--- src/rtl/core_reset_seq.sv ---
// Reset / ROM-download sequencer: holds the game core in reset until every required index has loaded, then releases after HOLD_CYCLES.
// Optional download watchdog (stalled-write abort) is enabled by defining RESET_SEQ_WDOG_EN.
module core_reset_seq #(
   parameter int                 NUM_IDX     = 4,
   parameter logic [NUM_IDX-1:0] REQ_MASK    = NUM_IDX'(1),
   parameter int                 HOLD_CYCLES = 1024,
   parameter int                 WDOG_CYCLES = 65536
) (
   input  logic               i_clk_sys,
   input  logic               i_reset,
   input  logic               i_ioctl_downl,
   input  logic [7:0]         i_ioctl_index,
   input  logic               i_ioctl_wr,
   input  logic               i_user_reset,
   output logic               o_core_reset,
   output logic [NUM_IDX-1:0] o_rom_download,
   output logic [NUM_IDX-1:0] o_loaded,
   output logic               o_all_loaded,
   output logic               o_dl_error
);

   localparam int HW = $clog2(HOLD_CYCLES + 1);
   localparam logic [HW-1:0] HOLD_LOAD = HW'(HOLD_CYCLES - 1);

   if (NUM_IDX < 1 || NUM_IDX > 8 || HOLD_CYCLES < 1 || WDOG_CYCLES < 2) begin : g_param_err
      $error("core_reset_seq: illegal parameter value");
   end

   typedef enum logic [2:0] {
      S_WAIT_ROM,
      S_DOWNLOAD,
      S_HOLD,
      S_RUN
`ifdef RESET_SEQ_WDOG_EN
      , S_ABORT
`endif
   } state_t;

   state_t             r_state;
   logic [7:0]         r_idx;
   logic               r_wr_seen;
   logic [NUM_IDX-1:0] r_loaded;
   logic               r_core_reset;
   logic [HW-1:0]      r_hold_cnt;

   logic [NUM_IDX-1:0] w_rom_download;
   logic [NUM_IDX-1:0] w_idx_hot;
   logic [NUM_IDX-1:0] w_loaded_done;
   logic               w_done_all;
   logic               w_all_loaded;
   logic               w_start_dl;

`ifdef RESET_SEQ_WDOG_EN
   localparam int WW = $clog2(WDOG_CYCLES + 1);
   localparam logic [WW-1:0] WDOG_LAST = WW'(WDOG_CYCLES - 1);
   logic [WW-1:0] r_idle_cnt;
   logic          r_dl_error;
   assign o_dl_error = r_dl_error;
   // A download already aborted stays in ABORT until ioctl_downl drops.
   assign w_start_dl = i_ioctl_downl && (r_state != S_DOWNLOAD) && (r_state != S_ABORT);
`else
   assign o_dl_error = 1'b0;
   assign w_start_dl = i_ioctl_downl && (r_state != S_DOWNLOAD);
`endif

   always_comb begin
      w_rom_download = '0;
      w_idx_hot      = '0;
      for (int i = 0; i < NUM_IDX; i++) begin
         w_rom_download[i] = i_ioctl_downl && (i_ioctl_index == 8'(i));
         w_idx_hot[i]      = (r_idx == 8'(i));
      end
   end

   // Indices >= NUM_IDX have no hot bit, so they never set a flag.
   assign w_loaded_done = r_wr_seen ? (r_loaded | w_idx_hot) : r_loaded;
   assign w_done_all    = (w_loaded_done & REQ_MASK) == REQ_MASK;
   assign w_all_loaded  = (r_loaded & REQ_MASK) == REQ_MASK;

   assign o_rom_download = w_rom_download;
   assign o_loaded       = r_loaded;
   assign o_all_loaded   = w_all_loaded;
   assign o_core_reset   = r_core_reset;

   always_ff @(posedge i_clk_sys or posedge i_reset) begin
      if (i_reset) begin
         r_state      <= S_WAIT_ROM;
         r_idx        <= '0;
         r_wr_seen    <= 1'b0;
         r_loaded     <= '0;
         r_core_reset <= 1'b1;
         r_hold_cnt   <= '0;
`ifdef RESET_SEQ_WDOG_EN
         r_idle_cnt   <= '0;
         r_dl_error   <= 1'b0;
`endif
      end else if (w_start_dl) begin
         r_state      <= S_DOWNLOAD;
         r_idx        <= i_ioctl_index;
         r_wr_seen    <= 1'b0;
         r_loaded     <= r_loaded & ~w_rom_download;
         r_core_reset <= 1'b1;
`ifdef RESET_SEQ_WDOG_EN
         r_idle_cnt   <= '0;
         r_dl_error   <= 1'b0;
`endif
      end else begin
         case (r_state)
            S_DOWNLOAD: begin
               if (!i_ioctl_downl) begin
                  r_loaded <= w_loaded_done;
                  if (w_done_all) begin
                     r_state    <= S_HOLD;
                     r_hold_cnt <= HOLD_LOAD;
                  end else begin
                     r_state <= S_WAIT_ROM;
                  end
               end else if (i_ioctl_wr) begin
                  r_wr_seen <= 1'b1;
`ifdef RESET_SEQ_WDOG_EN
                  r_idle_cnt <= '0;
               end else if (r_idle_cnt == WDOG_LAST) begin
                  r_dl_error <= 1'b1;
                  r_state    <= S_ABORT;
               end else begin
                  r_idle_cnt <= r_idle_cnt + 1'b1;
`endif
               end
            end
`ifdef RESET_SEQ_WDOG_EN
            S_ABORT: begin
               if (!i_ioctl_downl) begin
                  if (w_all_loaded) begin
                     r_state    <= S_HOLD;
                     r_hold_cnt <= HOLD_LOAD;
                  end else begin
                     r_state <= S_WAIT_ROM;
                  end
               end
            end
`endif
            S_HOLD: begin
               if (i_user_reset) begin
                  r_hold_cnt <= HOLD_LOAD;
               end else if (r_hold_cnt == '0) begin
                  r_state      <= S_RUN;
                  r_core_reset <= 1'b0;
               end else begin
                  r_hold_cnt <= r_hold_cnt - 1'b1;
               end
            end
            S_RUN: begin
               if (i_user_reset) begin
                  r_state      <= S_HOLD;
                  r_hold_cnt   <= HOLD_LOAD;
                  r_core_reset <= 1'b1;
               end
            end
            default: begin
               r_state      <= S_WAIT_ROM;
               r_core_reset <= 1'b1;
            end
         endcase
      end
   end

endmodule

--- config.mk ---
export PLATFORM = sky130hd
export DESIGN_NAME = core_reset_seq
export DESIGN_NICKNAME = d
export VERILOG_FILES = /design/src/rtl/core_reset_seq.sv
export SDC_FILE = /design/constraint.sdc
export NUM_CORES = 1
export LEC_CHECK = 0
export ABC_AREA = 1
export CAP_MARGIN = 30
export CORE_MARGIN = 3
export CORE_UTILIZATION = 45
export CTS_CLUSTER_DIAMETER = 80
export CTS_CLUSTER_SIZE = 30
export DETAILED_ROUTE_END_ITERATION = 8
export PLACE_DENSITY_LB_ADDON = 0.15
export SYNTH_ARGS = -nofsm -noshare
export SYNTH_HDL_FRONTEND = slang
export SYNTH_SLANG_ARGS = --single-unit
--- constraint.sdc ---
create_clock -name i_clk_sys -period 3.55 [get_ports i_clk_sys]
set_clock_uncertainty 0.2 [all_clocks]
set_input_delay 1.065 -clock i_clk_sys [delete_from_list [all_inputs] [get_ports i_clk_sys]]
set_output_delay 1.065 -clock i_clk_sys [all_outputs]
set_load 0.02 [all_outputs]
==> results.py <==
metrics = {
    "synth": {
        "netlist_instances": 257,
        "synth.distinct_cells": 27,
        "synth_area_um2": 1730,
        "synth_top_family_by_area": "simple AND/OR/NAND/NOR gates",
        "synthTopCellsByArea": "dfrtp_1 38%, nand2_1 20%, inv_1 7.8%",
        "synth_flop_cell": "dfrtp_1",
        "synth_compound_area_frac": 0.0456,
        "async_flop_share": 1.00,
        "synth_top_area_cell": "dfrtp_1",
        "ys_ff_latch": 27,
        "synthSimpleGateAreaFrac": 0.428,
        "synth_edf_count": 0,
        "synthMuxAreaShare": 0,
        "yosysTopAreaCellShare": 0.377,
        "synth_nets": 274,
        "synth_xor_xnor_area_share": 0,
        "ys_seq_area_frac": 0.392,
        "synthAdderAreaFrac": 0.0290,
        "yosysWarningCount": 0,
        "avgSynthCellArea_um2": 6.72,
    },
    "critical_path": {
        "critical_path_class": "input port to primary output",
        "max_stage_delay_ps": 430,
        "cp-end-kind": "primary output",
        "crit_chain": "clkdlybuf4s50_1 > nor2_2 > nand2_2 > buf_4 > nor4_2 > buf_2",
        "cp.required_ps": 2280,
        "worst_path_max_delay_cell": "clkdlybuf4s50_1",
        "worst-path-buf-inv": 3,
        "critPathMaxFanout": 3,
        "critPathArrivalTime_ps": 2230,
        "crit_family": "buffers and inverters",
        "start_kind": "input port",
    },
    "layout": {
        "syn_to_final_growth_pct": 24.7,
        "final_cell_area_um2": 2150,
        "antenna_cells": 0,
        "drive_gt1_frac": 0.154,
        "utilization": 0.612,
        "finalNetCount": 310,
        "layout.cells.non_filler": 338,
    },
    "sta": {
        "worst_hold_slack_ps": 284,
        "setup_viol": 0,
        "grt_setup_unrepaired": "no",
        "max_freq_ghz": 0.286,
        "final.min_clock_period_ps": 3490,
        "hold_viol_final": 0,
        "slew_violations": 0,
        "post-route-period-util": 0.983,
    },
    "route": {
        "ant_nets": 0,
        "vias": 1646,
        "vias_per_cell": 4.87,
        "avgRoutedWirePerCell_um": 10.8,
        "drt_wl_total_mm": 3.66,
        "drc_errors": 0,
        "first_pass_iters": 4,
        "drtIter0Drc": 101,
    },
    "clocking": {
        "clock-sinks": 27,
        "cts_tree": "built",
        "clock_latency_ps": 270,
        "cts_max_path_buffers": 2,
        "clk_pin_slew_ps": 90,
        "cts_htree_levels": 1,
        "clockRootBuffer": "clkbuf_8",
        "numCtsBuffers": 3,
        "cts_setup_buffers": 0,
    },
    "power": {
        "ir_worst_vdd_mv": 0.357,
        "power_frac_seq": 0.372,
        "p_sw_uw": 702,
        "comb_power_share": 0.511,
        "p_int_uw": 820,
        "p_per_area_nw_per_um2": 706,
        "clockPowerShare": 0.118,
        "leakage_uw": 0.00115,
        "power.switching_fraction": 0.461,
    },
    "floorplan": {
        "start_util": 0.491,
        "top_level_ports": 24,
        "die_area_um2": 4620,
        "die_y_um": 68.0,
        "core_um2": 3520,
        "die_x_um": 68.0,
        "rows": 21,
    },
    "outcome": {
        "status": "completed",
    },
    "global_route": {
        "grt_max_degree": 28,
        "grt_pass1_vias": 1510,
        "grt_use_total": 0.181,
        "grt_overflow": 0,
        "antenna_found_initial": 0,
        "grt_pass1_wl_mm": 6.43,
    },
    "place": {
        "gp_congestion": 0.810,
        "dpl_cell_area_um2": 2080,
        "port_buffers": 22,
        "hpwl_mm": 2.75,
        "place_inst": 334,
    },
    "job": {
        "maxCapViolations": 0,
    },
    "worst_hold_path": {
        "hp-class": "flip-flop to flip-flop",
    },
}
==> placed cells by master, fill, tap and decap left out, types with 4 or more instances in the layout <==
master,instances
ha_1,4
o21ai_0,9
nor2_2,5
inv_1,35
nor2_1,18
clkdlybuf4s50_1,17
nand2_1,93
nand4_1,11
buf_4,15
dfrtp_1,26
nand3_1,24
==> through the flow <==
step | power [µW] | worst slack, ps | TNS [ps]
2_1_floorplan | 1140 | 383 | 0
3_3_place_gp | 1320 | -425 | -1570
3_5_place_dp | 1350 | -431 | -1590
4_1_cts | 1530 | 0.819 | 0
5_1_grt | 1690 | 9.76 | 0
6_report | 1520 | 58.6 | 0
==> path summary, 6_finish.rpt <==
kind,startpoint,to,slack [ps],cells past startpoint
min in group asynchronous,i_reset,r_idx[5],940,3
worst max-delay path,i_ioctl_index[5],o_rom_download[1],60,6
max in group asynchronous,i_reset,o_core_reset,1910,3
worst min register to register,r_idx[4],r_idx[4],280,2
worst max register to register,r_state[0],o_loaded[1],1580,10
worst min-delay path,r_idx[4],r_idx[4],280,2
==> metal layers <==
layer  part of all wire  wire length, µm  global-route usage
met4             0.0093               34              0.0496
met2               0.46             1690               0.306
met3              0.037              134              0.0460
met1               0.49             1800               0.227
met5                  0                0                   0
==> area by class of cell <==
cell class | count | area [µm²]
clock inverter | 1 | 5.00
tap | 46 | 57.6
sequential | 27 | 677
timing repair buffer | 36 | 310
inverter | 40 | 153
clock buffer | 3 | 41.3
fill | 374 | 1370
multi-input combinational | 185 | 911
==> kinds of logic (layout without fill, tap and decap cells) <==
kind of cell,Yosys count,after routing
compound gates,13,13
fa+ha+maj,4,4
buf+inv,45,80
flops,27,27
other cells,1,1
simple gates,167,167
==> power by group through the flow <==
stage / combinational, µW / clock [µW] / sequential [µW]
final: 778 / 179 / 565
after global routing: 899 / 203 / 586
after CTS: 781 / 184 / 564
after detailed placement: 777 / 0 / 568
after global placement: 757 / 0 / 567
after floorplan: 572 / 0 / 567
==> registers in the layout, indices dropped and copies added (netlist names) <==
signal and cells:
o_core_reset 1, r_state 2, r_hold_cnt 11, r_idx 8, o_loaded 4, r_wr_seen 1
==> tightest hold or removal path, cell delays in order, from the launching register on <==
cell and delay (ps):
dfrtp_1 350, nand2_1 60, nand2_1 50
==> Yosys cell counts, types with 2 or more instances <==
cell      instances
ha_1              4
dfrtp_1          26
buf_4             2
inv_2             2
nand2_1          94
nor2_2            2
nand4_1          11
inv_1            36
clkbuf_1          3
nand3_1          24
a21oi_1           2
o21ai_0           9
nor2_1           21
nor3_1            5
nor4_1            2
or2_2             2
nor2_4            2
==> timing repair <==
item                                   CTS  global route
gates resized for setup                 20            10
endpoints found under the hold margin    0             0
setup endpoints to repair                4             4
pin swaps                                0             2
hold buffers                             0             0
Note: power is estimated with default switching activity, not from simulation.
